$ cat config.mk
export PLATFORM = sky130hd
export DESIGN_NAME = frame_column_writer
export DESIGN_NICKNAME = d
export VERILOG_FILES = /design/src/rtl/frame_column_writer.sv
export SDC_FILE = /design/constraint.sdc
export NUM_CORES = 1
export LEC_CHECK = 0
export ABC_AREA = 1
export BUFFER_PORTS_ARGS = -buffer_cell sky130_fd_sc_hd__buf_2
export CAP_MARGIN = 0
export CELL_PAD_IN_SITES_DETAIL_PLACEMENT = 1
export CELL_PAD_IN_SITES_GLOBAL_PLACEMENT = 1
export CORE_MARGIN = 2
export CORE_UTILIZATION = 40
export CTS_CLUSTER_DIAMETER = 150
export DETAILED_ROUTE_END_ITERATION = 6
export GPL_ROUTABILITY_DRIVEN = 0
export PLACE_DENSITY_LB_ADDON = 0.2
export SLEW_MARGIN = 20
export SYNTH_ARGS = -nofsm -noshare
export SYNTH_HDL_FRONTEND = slang
export SYNTH_SLANG_ARGS = --single-unit
$ cat constraint.sdc
create_clock -name UserCLK -period 5.35 [get_ports UserCLK]
set_input_delay 0 -clock UserCLK [delete_from_list [all_inputs] [get_ports UserCLK]]
set_output_delay 0 -clock UserCLK [all_outputs]
set_load 0.02 [all_outputs]
$ cat src/rtl/frame_column_writer.sv
// frame_column_writer: source end of a fabric column's configuration path.
// Takes a header+data word stream over valid/ready and writes one frame per
// transaction: FrameData is held stable while a single FrameStrobe bit pulses
// for StrobeCycles cycles, followed by one hold cycle with the strobe low.
module frame_column_writer #(
  parameter int MaxFramesPerCol = 20,
  parameter int FrameBitsPerRow = 32,
  parameter int StrobeCycles    = 2
) (
  input  logic                       UserCLK,
  input  logic                       Reset,
  input  logic [FrameBitsPerRow-1:0] WriteData,
  input  logic                       WriteValid,
  output logic                       WriteReady,
  input  logic                       ErrClear,
  output logic [FrameBitsPerRow-1:0] FrameData,
  output logic [MaxFramesPerCol-1:0] FrameStrobe,
  output logic                       Busy,
  output logic                       ErrSticky,
  output logic [15:0]                FramesWritten
);

  // Strobe countdown only needs to hold StrobeCycles-1.
  localparam int CntW = (StrobeCycles > 1) ? $clog2(StrobeCycles) : 1;

  typedef enum logic [2:0] {
    IDLE,
    WAIT_DATA,
    SKIP,
    STROBE,
    HOLD
  } state_t;

  state_t                     state_q, state_d;
  logic [7:0]                 idx_q, idx_d;
  logic [CntW-1:0]            cnt_q, cnt_d;
  logic [FrameBitsPerRow-1:0] frame_data_q, frame_data_d;
  logic [MaxFramesPerCol-1:0] frame_strobe_q, frame_strobe_d;
  logic                       err_q, err_d;
  logic [15:0]                frames_written_q, frames_written_d;

  logic                       xfer;
  logic                       hdr_marker_ok;
  logic                       hdr_idx_ok;
  logic                       err_event;
  logic [MaxFramesPerCol-1:0] idx_onehot;

  // Header fields: marker byte on top, frame index in the low byte.
  assign hdr_marker_ok = (WriteData[FrameBitsPerRow-1 -: 8] == 8'hFA);
  assign hdr_idx_ok    = ({1'b0, WriteData[7:0]} < 9'(MaxFramesPerCol));

  // Ready depends only on state, so a word never waits on itself.
  assign WriteReady = (state_q == IDLE) || (state_q == WAIT_DATA) || (state_q == SKIP);
  assign xfer       = WriteValid && WriteReady;

  // Decode the latched frame index into the one-hot strobe pattern.
  for (genvar gi = 0; gi < MaxFramesPerCol; gi++) begin : g_onehot
    assign idx_onehot[gi] = (idx_q == 8'(gi));
  end

  // Next-state logic and register updates for the frame transaction.
  always_comb begin
    state_d          = state_q;
    idx_d            = idx_q;
    cnt_d            = cnt_q;
    frame_data_d     = frame_data_q;
    frame_strobe_d   = frame_strobe_q;
    frames_written_d = frames_written_q;
    err_event        = 1'b0;

    case (state_q)
      IDLE: begin
        if (xfer) begin
          if (!hdr_marker_ok) begin
            err_event = 1'b1;              // bad marker: word is dropped
          end else if (hdr_idx_ok) begin
            idx_d   = WriteData[7:0];
            state_d = WAIT_DATA;
          end else begin
            err_event = 1'b1;              // index out of range: swallow its data word
            state_d   = SKIP;
          end
        end
      end
      WAIT_DATA: begin
        if (xfer) begin
          frame_data_d   = WriteData;
          frame_strobe_d = idx_onehot;
          cnt_d          = CntW'(StrobeCycles - 1);
          state_d        = STROBE;
        end
      end
      SKIP: begin
        if (xfer) begin
          state_d = IDLE;
        end
      end
      STROBE: begin
        if (cnt_q == '0) begin
          frame_strobe_d   = '0;
          frames_written_d = frames_written_q + 16'd1;
          state_d          = HOLD;
        end else begin
          cnt_d = cnt_q - CntW'(1);
        end
      end
      HOLD: begin
        state_d = IDLE;                    // data stays put one more cycle for hold time
      end
      default: begin
        frame_strobe_d = '0;
        state_d        = IDLE;
      end
    endcase

    // A fresh error beats a simultaneous clear.
    err_d = err_event || (err_q && !ErrClear);
  end

  // State and output registers; reset clears the strobe immediately.
  always_ff @(posedge UserCLK or posedge Reset) begin
    if (Reset) begin
      state_q          <= IDLE;
      idx_q            <= '0;
      cnt_q            <= '0;
      frame_data_q     <= '0;
      frame_strobe_q   <= '0;
      err_q            <= 1'b0;
      frames_written_q <= '0;
    end else begin
      state_q          <= state_d;
      idx_q            <= idx_d;
      cnt_q            <= cnt_d;
      frame_data_q     <= frame_data_d;
      frame_strobe_q   <= frame_strobe_d;
      err_q            <= err_d;
      frames_written_q <= frames_written_d;
    end
  end

  assign FrameData     = frame_data_q;
  assign FrameStrobe   = frame_strobe_q;
  assign Busy          = (state_q != IDLE);
  assign ErrSticky     = err_q;
  assign FramesWritten = frames_written_q;

endmodule

==> results.yml, run 1 <==
power:
  p_per_area_nw_per_um2: 393
  p_leak_nw: 2.72
  ir_worst_vdd_uv: 195
  finalPower_w: 0.00192
synthesis:
  synth_area_leader_cell: "dfrtp_1"
  synth-seq-cells: 81
  synth_most_common_cell: "nand2_1"
  yosysUniqueCellTypes: 28
  yosysWarnings: 0
  synth.top_cell.area_share: 0.545
  syn_avg_cell_area_um2: 8.14
  syn_inst: 457
  synth_edf_count: 0
  synth_common_cells: "nand2_1, dfrtp_1, nand3_1"
  netlist_top_cells_area: "dfrtp_1, nand2_1, nand3_1"
  synth_flop_cell: "dfrtp_1"
  yosysSeqAreaShare: 0.545
  synth_nets: 494
  synth-async-reset-ratio: 1.00
  netlist_area_um2: 3720
setup_path:
  r2r_slack_ns: 3.27
  r2r_start: "state_q[1]"
  critPathArrivalTime_ns: 2.33
  cp-startpoint: "state_q[1]"
  critPathBufInv: 0
  crit_family: "simple AND/OR/NAND/NOR gates"
  cpMostUsedCell: "nand2_1"
  criticalPathCategory: "flip-flop to flip-flop"
  worstSetupStartpointType: "flip-flop"
  worstSetupEndpoint: "FramesWritten[11]"
  reg2reg_depth: 7
  cpMaxStageDelayCell: "nor3_2"
  cp_num_cells: 7
  path_max_fanout: 11
  cp_slowest_stage_delay_ns: 0.65
  crit_path_cell_trace: "nand2_1 > nor3_2 > nand2_1 > nor2_2 > nand2_1 > nand2_1 > nand2_1"
  timing.rr.end: "FramesWritten[11]"
  critPathCaptureType: "flip-flop"
  required_ns: 5.60
status:
  outcome: "finished, final reports clean"
floorplan:
  die_area_um2: 10100
  die_w_um: 100
  io_pins: 107
  fp.dieH_um: 100
  core_area_um2: 9110
  core.rowCount: 35
  start_util: 0.408
placement:
  placed_area_um2: 4300
  portBuffers: 106
  dp_hpwl_um: 6920
  dp_slack_ns: 2.89
sta:
  fin_worst_skew_ns: 0.0123
  max_freq_mhz: 481
  fin_ws_ns: 3.27
  hold_violations: 0
  relSlewSlack: 0.436
  rsz0062_at_grt: "no"
  setup_violations: 0
  setup_tns_ns: 0
  timing.final.crit_period_ns: 2.08
  maxSlewViolCount: 0
  finalCritPeriodShare: 0.389
  max_slew.worst_pin.slew_ns: 0.841
detailed_routing:
  routedWlPerCell_um: 14.9
  detailroute.via_count: 3459
  drc: 0
  wl_um: 10600
  vias_per_cell: 4.86
  drt-initial-drc-count: 94
  drt_pass1_iterations: 4
  ant_nets: 0
layout:
  layout.nets: 632
  syn2layout_area_growth_pct: 31.3
  fin_area_um2: 4880
  drive_gt1_frac: 0.230
  n_antenna_cell: 0
  n_fill_cell: 1181
clock_tree:
  clock_latency_ns: 0.36
  numCtsBuffers: 9
  cts_tree: "done"
  clk_pin_slew_ns: 0.08
  clock-root-buffer: "clkbuf_8"
  numClockSinks: 81
  htreeDepth: 3
  post-cts-setup-buffer-count: 0
  cts_max_path_buffers: 2
hold_path:
  hold_class: "input pin to flip-flop"
global_routing:
  grt_pass1_wl_um: 17500
  grt-ovfl-total: 0
  track_usage: 0.222
  grt_pass1_vias: 3732
  grt_max_degree: 82
  grt_antenna_before_repair: 0
flow_run:
  drv_cap: 0
==> area by class of cell <==
| class | instances | area, um2 | area share |
|---|---|---|---|
| flip-flops and latches | 81 | 2030 | 0.415 |
| multi-input cells | 323 | 1460 | 0.298 |
| repair buffers | 141 | 882 | 0.181 |
| clock buffers | 12 | 155 | 0.0318 |
| inverters | 39 | 148 | 0.0302 |
| well taps | 111 | 139 | 0.0284 |
| clock inverters | 4 | 75.1 | 0.0154 |
==> report_power, final <==
| group | internal, W | total [W] | switching [W] |
|---|---|---|---|
| clock network | 0.000289 | 0.000518 | 0.000229 |
| registers | 0.000742 | 0.000832 | 0.0000892 |
| logic | 0.000185 | 0.000569 | 0.000385 |
==> worst min-delay path: cells and delay by family <==
| kind | cells | cell delay [ns] |
|---|---|---|
| AOI/OAI and AO/OA | 1 | 0.05 |
| and+or+nand+nor | 1 | 0.15 |
| buffers and inverters | 1 | 0.30 |
==> registers in the layout (all words and copies together) (netlist names) <==
register / flops
cnt_q: 1
idx_q: 8
FrameData: 32
FramesWritten: 16
ErrSticky: 1
state_q: 3
FrameStrobe: 20
==> what timing repair did <==
item,in CTS,in global routing
hold buffers,33,1
resized for setup,0,0
endpoints found under the hold margin,38,81
==> how the worst min path moves through the flow <==
stage               startpoint            end  slack (ns)  cells after the start
finish              WriteValid          cnt_q        0.20                      3
global route        WriteValid  FrameData[18]        0.23                      3
CTS                      Reset  FrameData[18]       0.002                      3
detailed placement    ErrClear      ErrSticky        0.20                      2
global placement      ErrClear      ErrSticky        0.18                      2
floorplan             ErrClear      ErrSticky         0.1                      1
==> through the flow <==
stage / cells / hold WS, ns / utilization
global placement: 661 / 0.182 / 0.473
finish: 711 / 0.198 / 0.536
floorplan: 457 / 0.0964 / -
CTS: 710 / 0.00236 / 0.534
detailed placement: 661 / 0.195 / 0.473
global route: 711 / 0.228 / 0.536
==> kinds of logic after synthesis <==
logic type,count (synthesis),synth area share
AND/OR/NAND/NOR,301,0.351
flip-flops,81,0.545
XOR/XNOR,7,0.0165
AO/OA/AOI/OAI,14,0.0188
adder cells (fa/ha/maj),1,0.00336
buffers and inverters,53,0.0653
==> layout by cell type (no fill, tap or decap), types with 2 or more instances in the layout <==
cell type / netlist / layout
a21oi_1: 4 / 4
buf_2: 6 / 106
bufinv_16: 0 / 2
clkbuf_8: 1 / 11
clkinvlp_4: 0 / 2
dfrtp_1: 81 / 81
dlygate4sd3_1: 0 / 34
inv_1: 37 / 36
inv_2: 2 / 2
nand2_1: 180 / 180
nand2_2: 2 / 2
nand2_4: 2 / 2
nand3_1: 65 / 65
nand3b_1: 3 / 3
nand4_1: 2 / 2
nor2_1: 32 / 31
nor2_2: 2 / 2
nor2_4: 3 / 4
nor3_1: 7 / 7
o21ai_0: 5 / 5
o21ai_1: 5 / 5
xnor2_1: 4 / 4
xor2_1: 3 / 3
==> per-layer routing <==
metal | track usage | share of wire
met3 | 0.0397 | 0.035
met5 | 0 | 0
met4 | 0.0854 | 0.018
met2 | 0.412 | 0.54
met1 | 0.251 | 0.41
No activity file was read; power rests on OpenSTA's default activity.
==> run 2, diff against run 1 <==
--- a/config.mk
+++ b/config.mk
@@ -11,7 +11,7 @@
 export CELL_PAD_IN_SITES_DETAIL_PLACEMENT = 1
 export CELL_PAD_IN_SITES_GLOBAL_PLACEMENT = 1
 export CORE_MARGIN = 2
-export CORE_UTILIZATION = 40
+export CORE_UTILIZATION = 37
 export CTS_CLUSTER_DIAMETER = 150
 export DETAILED_ROUTE_END_ITERATION = 6
 export GPL_ROUTABILITY_DRIVEN = 0
==> constraint.sdc (replaced) <==
create_clock -name UserCLK -period 2 [get_ports UserCLK]
set_input_delay 0 -clock UserCLK [delete_from_list [all_inputs] [get_ports UserCLK]]
set_output_delay 0 -clock UserCLK [all_outputs]
set_load 0.02 [all_outputs]
==> run 2 against run 1 <==
Cell count grew 3.8%; register-to-register slack lost 2.9 ns; setup slack lost 2.9 ns; total power grew 150%; clock-buffer cell count grew 1; worst hold slack lost 0.14 ns; largest cell class unchanged; largest power group unchanged.
==> results.yml, run 2 (same netlist as run 1, synthesis figures left out) <==
status:
  outcome: "finished, final reports clean"
detailed_routing:
  wl_um: 10300
  wl_met3_um: 321
  vias_per_cell: 4.70
  routedWlPerCell_um: 14.0
  top_layer_used: "met4"
  drc: 0
  drt-initial-drc-count: 98
  drt_pass1_iterations: 4
  drt-met1-wl_um: 4500
  ant_nets: 0
  wl_met2_um: 5290
  detailroute.via_count: 3471
sta:
  fin_worst_skew_ns: 0.0103
  setup_violations: 0
  relSlewSlack: 0.675
  setup_tns_ns: 0
  max_freq_mhz: 617
  maxSlewViolCount: 0
  finalCritPeriodShare: 0.810
  timing.final.crit_period_ns: 1.62
  hold_violations: 0
  rsz0062_at_grt: "no"
  max_slew.worst_pin.slew_ns: 0.486
  fin_ws_ns: 0.380
layout:
  drive_gt1_frac: 0.235
  utilization: 0.501
  layout.nets: 637
  largest_reg_flops: 32
  multi_input_area_um2: 1450
  final_common_cell: "nand2_1"
  n_fill_cell: 1245
  final_cell_mix: "nand2_1, buf_2, dfrtp_1"
  syn2layout_area_growth_pct: 31.7
  n_antenna_cell: 0
  regArea_um2: 2030
clock_tree:
  numCtsBuffers: 9
  cts_max_path_buffers: 2
  clock-root-buffer: "clkbuf_8"
  cts_tree: "done"
  clock_latency_ns: 0.37
  numClockSinks: 81
  htreeDepth: 3
  post_cts_resized: 0
  clk_pin_slew_ns: 0.08
floorplan:
  die_area_um2: 10900
  die_w_um: 104
  io_pins: 107
  core.rowCount: 36
  start_util: 0.381
  core_area_um2: 9770
  fp.dieH_um: 104
hold_path:
  min_from: "WriteValid"
  min_to: "FrameData[14]"
  min_path_cells: 3
  hold_class: "input pin to flip-flop"
setup_path:
  critPathArrivalTime_ns: 1.85
  critPathCaptureType: "flip-flop"
  required_ns: 2.23
  worstSetupStartpointType: "flip-flop"
  criticalPathCategory: "flip-flop to flip-flop"
  reg2reg_depth: 7
  r2r_start: "state_q[2]"
  path_max_fanout: 37
  r2r_slack_ns: 0.38
  timing.rr.end: "FrameData[27]"
placement:
  dp_slack_ns: 0.370
  dp_hpwl_um: 7170
  portBuffers: 106
power:
  swShare: 0.373
  p_per_area_nw_per_um2: 978
  ir_worst_vdd_uv: 449
  p_comb_frac: 0.314
  p_switching_w: 0.00179
  internal_power_w: 0.00300
  seqPwrFrac: 0.458
  p_leak_nw: 2.73
  p_clk_frac: 0.228
  finalPower_w: 0.00479
flow_run:
  drv_cap: 0
global_routing:
  grt_pass1_vias: 3631
  grt_pass1_wl_um: 17700
  grt_max_degree: 43
  grt_antenna_before_repair: 0
  grt-ovfl-total: 0
  track_usage: 0.203
[run 2: layer usage]
layer,global-route usage,vias to the layer above
met5,0,-
met4,0.0782,0
met3,0.0370,18
met2,0.353,60
met1,0.249,1678
li1,-,1715
[run 2: how the worst max path moves through the flow]
stage               slack, ns               end  startpoint  cells after the start
finish                   0.38     FrameData[27]  state_q[2]                      7
floorplan                0.43          idx_q[6]  state_q[2]                      7
detailed placement       0.37     FrameData[27]  state_q[2]                      7
global placement         0.46     FrameData[27]  state_q[2]                      7
CTS                      0.35     FrameData[27]  state_q[2]                      6
global route             0.15  FramesWritten[9]  state_q[0]                      7
[run 2: power groups by stage]
stage,clock network (W),registers (W),logic (W)
finish,0.00109,0.00220,0.00150
CTS,0.00113,0.00220,0.00152
global placement,0,0.00221,0.00144
global route,0.00120,0.00224,0.00166
floorplan,0,0.00262,0.000534
detailed placement,0,0.00223,0.00147
[run 2: metrics by stage]
step                instances  area [um2]  hold slack [ns]
floorplan                 457        3720           0.0964
global placement          688        4380           0.0498
detailed placement        688        4380           0.0563
CTS                       738        4900           0.0527
global route              738        4900           0.0625
finish                    738        4900           0.0557
[run 2: area by class of cell]
class,count,share of cell area
Sequential cell,81,0.414
Inverter,39,0.0307
Tap cell,133,0.0340
Clock buffer,13,0.0324
Multi-Input combinational cell,323,0.297
Clock inverter,3,0.00307
Timing Repair Buffer,146,0.190
[run 2: worst max-delay path: stages, from the launching register on]
cell and delay (ns):
dfrtp_1 0.48, inv_1 0.09, nand2_1 0.06, nor2_2 0.15
buf_4 0.22, nand2_4 0.25, nand2_1 0.13, o21ai_0 0.09
[run 2: what timing repair did]
action / in CTS / in global routing
hold buffers: 34 / 0
endpoints found under the hold margin: 56 / 0
buffers inserted: 0 / 0
==> run 3, diff against run 2 <==
--- a/config.mk
+++ b/config.mk
@@ -5,13 +5,13 @@
 export SDC_FILE = /design/constraint.sdc
 export NUM_CORES = 1
 export LEC_CHECK = 0
-export ABC_AREA = 1
+export ABC_AREA = 0
 export BUFFER_PORTS_ARGS = -buffer_cell sky130_fd_sc_hd__buf_2
 export CAP_MARGIN = 0
 export CELL_PAD_IN_SITES_DETAIL_PLACEMENT = 1
 export CELL_PAD_IN_SITES_GLOBAL_PLACEMENT = 1
 export CORE_MARGIN = 2
-export CORE_UTILIZATION = 37
+export CORE_UTILIZATION = 40
 export CTS_CLUSTER_DIAMETER = 150
 export DETAILED_ROUTE_END_ITERATION = 6
 export GPL_ROUTABILITY_DRIVEN = 0
==> constraint.sdc (replaced) <==
create_clock -name UserCLK -period 1.6 [get_ports UserCLK]
set_input_delay 0 -clock UserCLK [delete_from_list [all_inputs] [get_ports UserCLK]]
set_output_delay 0 -clock UserCLK [all_outputs]
set_load 0.02 [all_outputs]
==> run 3 against run 2 <==
Clock-buffer cell count decreased by 2; highest routed layer unchanged; the run now ends with negative setup slack left; via count decreased by 23%; setup slack got worse by 0.43 ns; critical path type unchanged; largest cell class unchanged.
==> results.yml, run 3 <==
layout:
  final_common_cell: "buf_2"
  largest_reg_flops: 32
  layout.nets: 470
  n_fill_cell: 882
  final_cell_mix: "buf_2, dfrtp_1, mux2_2, nand2_1, dlygate4sd3_1"
  n_antenna_cell: 0
  regArea_um2: 2030
  utilization: 0.585
  drive_gt1_frac: 0.484
  multi_input_area_um2: 1400
  syn2layout_area_growth_pct: 41.3
setup_path:
  required_ns: 1.85
  critPathCaptureType: "flip-flop"
  r2r_slack_ns: -0.05
  timing.rr.end: "FrameStrobe[14]"
  worstSetupStartpointType: "flip-flop"
  path_max_fanout: 3
  r2r_start: "idx_q[7]"
  criticalPathCategory: "flip-flop to flip-flop"
  critPathArrivalTime_ns: 1.90
  reg2reg_depth: 5
global_routing:
  grt_antenna_before_repair: 0
  grt_util_met2: 0.306
  grt-ovfl-total: 0
  grt_pass1_wl_um: 13400
  grt-busiest-layer: "met2"
  track_usage: 0.187
  grt_max_degree: 82
  gr-usage-met1: 0.245
  grt_pass1_vias: 2788
  use_met3: 0.0582
detailed_routing:
  ant_nets: 0
  drt_pass1_iterations: 4
  drc: 0
  wl_um: 8640
  detailroute.via_count: 2688
  routedWlPerCell_um: 15.9
  drt-initial-drc-count: 78
  vias_per_cell: 4.95
floorplan:
  core_area_um2: 8260
  die_area_um2: 9300
  die_w_um: 96.4
  core.rowCount: 33
  fp.dieH_um: 96.4
  io_pins: 107
  start_util: 0.414
power:
  p_per_area_nw_per_um2: 1220
  p_comb_frac: 0.298
  p_switching_w: 0.00202
  swShare: 0.342
  internal_power_w: 0.00389
  p_clk_frac: 0.232
  seqPwrFrac: 0.470
  ir_worst_vdd_uv: 973
  p_leak_nw: 2.31
sta:
  fin_worst_skew_ns: 0.00982
  maxSlewViolCount: 0
  max_slew.worst_pin.slew_ns: 0.431
  hold_violations: 0
  timing.final.crit_period_ns: 1.65
  rsz0062_at_grt: "yes"
  setup_violations: 3
  relSlewSlack: 0.713
  fin_ws_ns: -0.0500
  max_freq_mhz: 606
  finalCritPeriodShare: 1.03
clock_tree:
  numCtsBuffers: 9
  numClockSinks: 81
  clock-root-buffer: "clkbuf_8"
  clock_latency_ns: 0.34
  clk_pin_slew_ns: 0.08
  cts_tree: "done"
  htreeDepth: 3
  cts_max_path_buffers: 2
synthesis:
  synth_nets: 309
  synth-seq-cells: 81
  yosysWarnings: 0
  synth_flop_cell: "dfrtp_1"
  syn_inst: 272
  syn_avg_cell_area_um2: 12.6
  synth.top_cell.area_share: 0.593
  synth_area_leader_cell: "dfrtp_1"
  synth_compound_area_frac: 0.0589
  netlist_top_cells_area: "dfrtp_1, mux2_2, nand2_1"
  synthAdderAreaFrac: 0.00366
  synth_top_family_by_area: "simple AND/OR/NAND/NOR gates"
  yosysUniqueCellTypes: 44
  synthXorXnorAreaFrac: 0.0384
  synth_common_cells: "dfrtp_1, mux2_2, nand2_1"
  synth-async-reset-ratio: 1.00
  synth_most_common_cell: "dfrtp_1"
  netlist_area_um2: 3420
  yosys.area_share.simple: 0.155
  synth_edf_count: 0
  yosysSeqAreaShare: 0.593
  synthMuxAreaShare: 0.125
hold_path:
  min_path_cells: 5
  min_from: "WriteData[5]"
  min_to: "idx_q[7]"
  hold_class: "input pin to flip-flop"
placement:
  dp_hpwl_um: 5890
  portBuffers: 106
  dp_slack_ns: -0.102
status:
  outcome: "finished, violations left"
  violations: "negative setup slack"
flow_run:
  drv_cap: 0
==> run 3: cell count changes after synthesis, moves of 9 or more <==
| cell | change |
|---|---|
| nand2_1 | -143 |
| nand3_1 | -60 |
| mux2_2 | +37 |
| inv_1 | -32 |
| nor2_1 | -29 |
| o21ai_0 | +11 |
| xnor2_1 | +9 |
==> run 3: worst max-delay path by stage <==
stage	startpoint	cells after the start	slack, ns	endpoint
2_1_floorplan	state_q[1]	5	-0.02	FrameStrobe[13]
3_3_place_gp	state_q[1]	5	-0.06	FramesWritten[13]
3_5_place_dp	idx_q[7]	4	-0.10	FrameStrobe[13]
4_1_cts	idx_q[7]	4	-0.06	FrameStrobe[15]
5_1_grt	idx_q[7]	5	-0.13	FrameStrobe[14]
6_report	idx_q[7]	5	-0.05	FrameStrobe[14]
==> run 3: through the flow <==
stage / cells / power (W) / hold WS (ns) / area [um2] / setup TNS [ns]
final: 543 / 0.00591 / 0.187 / 4830 / -0.0611
after global routing: 543 / 0.00625 / 0.200 / 4830 / -1.09
after CTS: 541 / 0.00594 / 0.203 / 4750 / -0.144
after detailed placement: 489 / 0.00447 / 0.160 / 4190 / -1.80
after global placement: 489 / 0.00441 / 0.162 / 4190 / -0.252
after floorplan: 272 / 0.00380 / 0.0988 / 3430 / -0.0230
==> run 3: timing repair <==
action / in CTS / in global routing
endpoints found under the setup margin: 60 / 38
pin swaps: 2 / 4
hold buffers: 35 / 0
resized for setup: 11 / 16
endpoints found under the hold margin: 121 / 0
buffers inserted: 1 / 2
==> run 3: cells by family (layout without fill, tap and decap cells) <==
| family | Yosys count | in the layout |
|---|---|---|
| DFF | 81 | 81 |
| buffers and inverters | 17 | 183 |
| muxes | 38 | 38 |
| adders and majority gates | 1 | 1 |
| and+or+nand+nor | 87 | 87 |
| AOI/OAI and AO/OA | 33 | 33 |
| xor gates and xnor gates | 15 | 15 |
==> run 3: power groups by stage <==
stage	sequential [W]	combinational [W]	clock, W
global placement	0.00277	0.00164	0
finish	0.00278	0.00176	0.00137
floorplan	0.00334	0.000458	0
global route	0.00284	0.00190	0.00152
CTS	0.00277	0.00175	0.00143
detailed placement	0.00279	0.00168	0
==> run 3: layout make-up <==
| class | instances | area share |
|---|---|---|
| well taps | 105 | 0.0272 |
| clock buffers | 11 | 0.0313 |
| flip-flops and latches | 81 | 0.420 |
| multi-input cells | 174 | 0.289 |
| clock inverters | 5 | 0.00622 |
| repair buffers | 162 | 0.221 |
| inverters | 5 | 0.00466 |
==> run 3: layer usage <==
layer / routed length, um / vias up / share of wire
met5: 0 / - / 0
met4: 66 / 0 / 0.0076
met3: 525 / 7 / 0.061
met2: 4140 / 84 / 0.48
met1: 3900 / 1323 / 0.45
li1: - / 1274 / -
==> run 3: worst max-delay path: stages (launching register included) <==
cell     delay, ns
dfrtp_1       0.40
or4_4         0.58
nor4_4        0.18
buf_4         0.16
nand2_1       0.05
o31ai_2       0.19
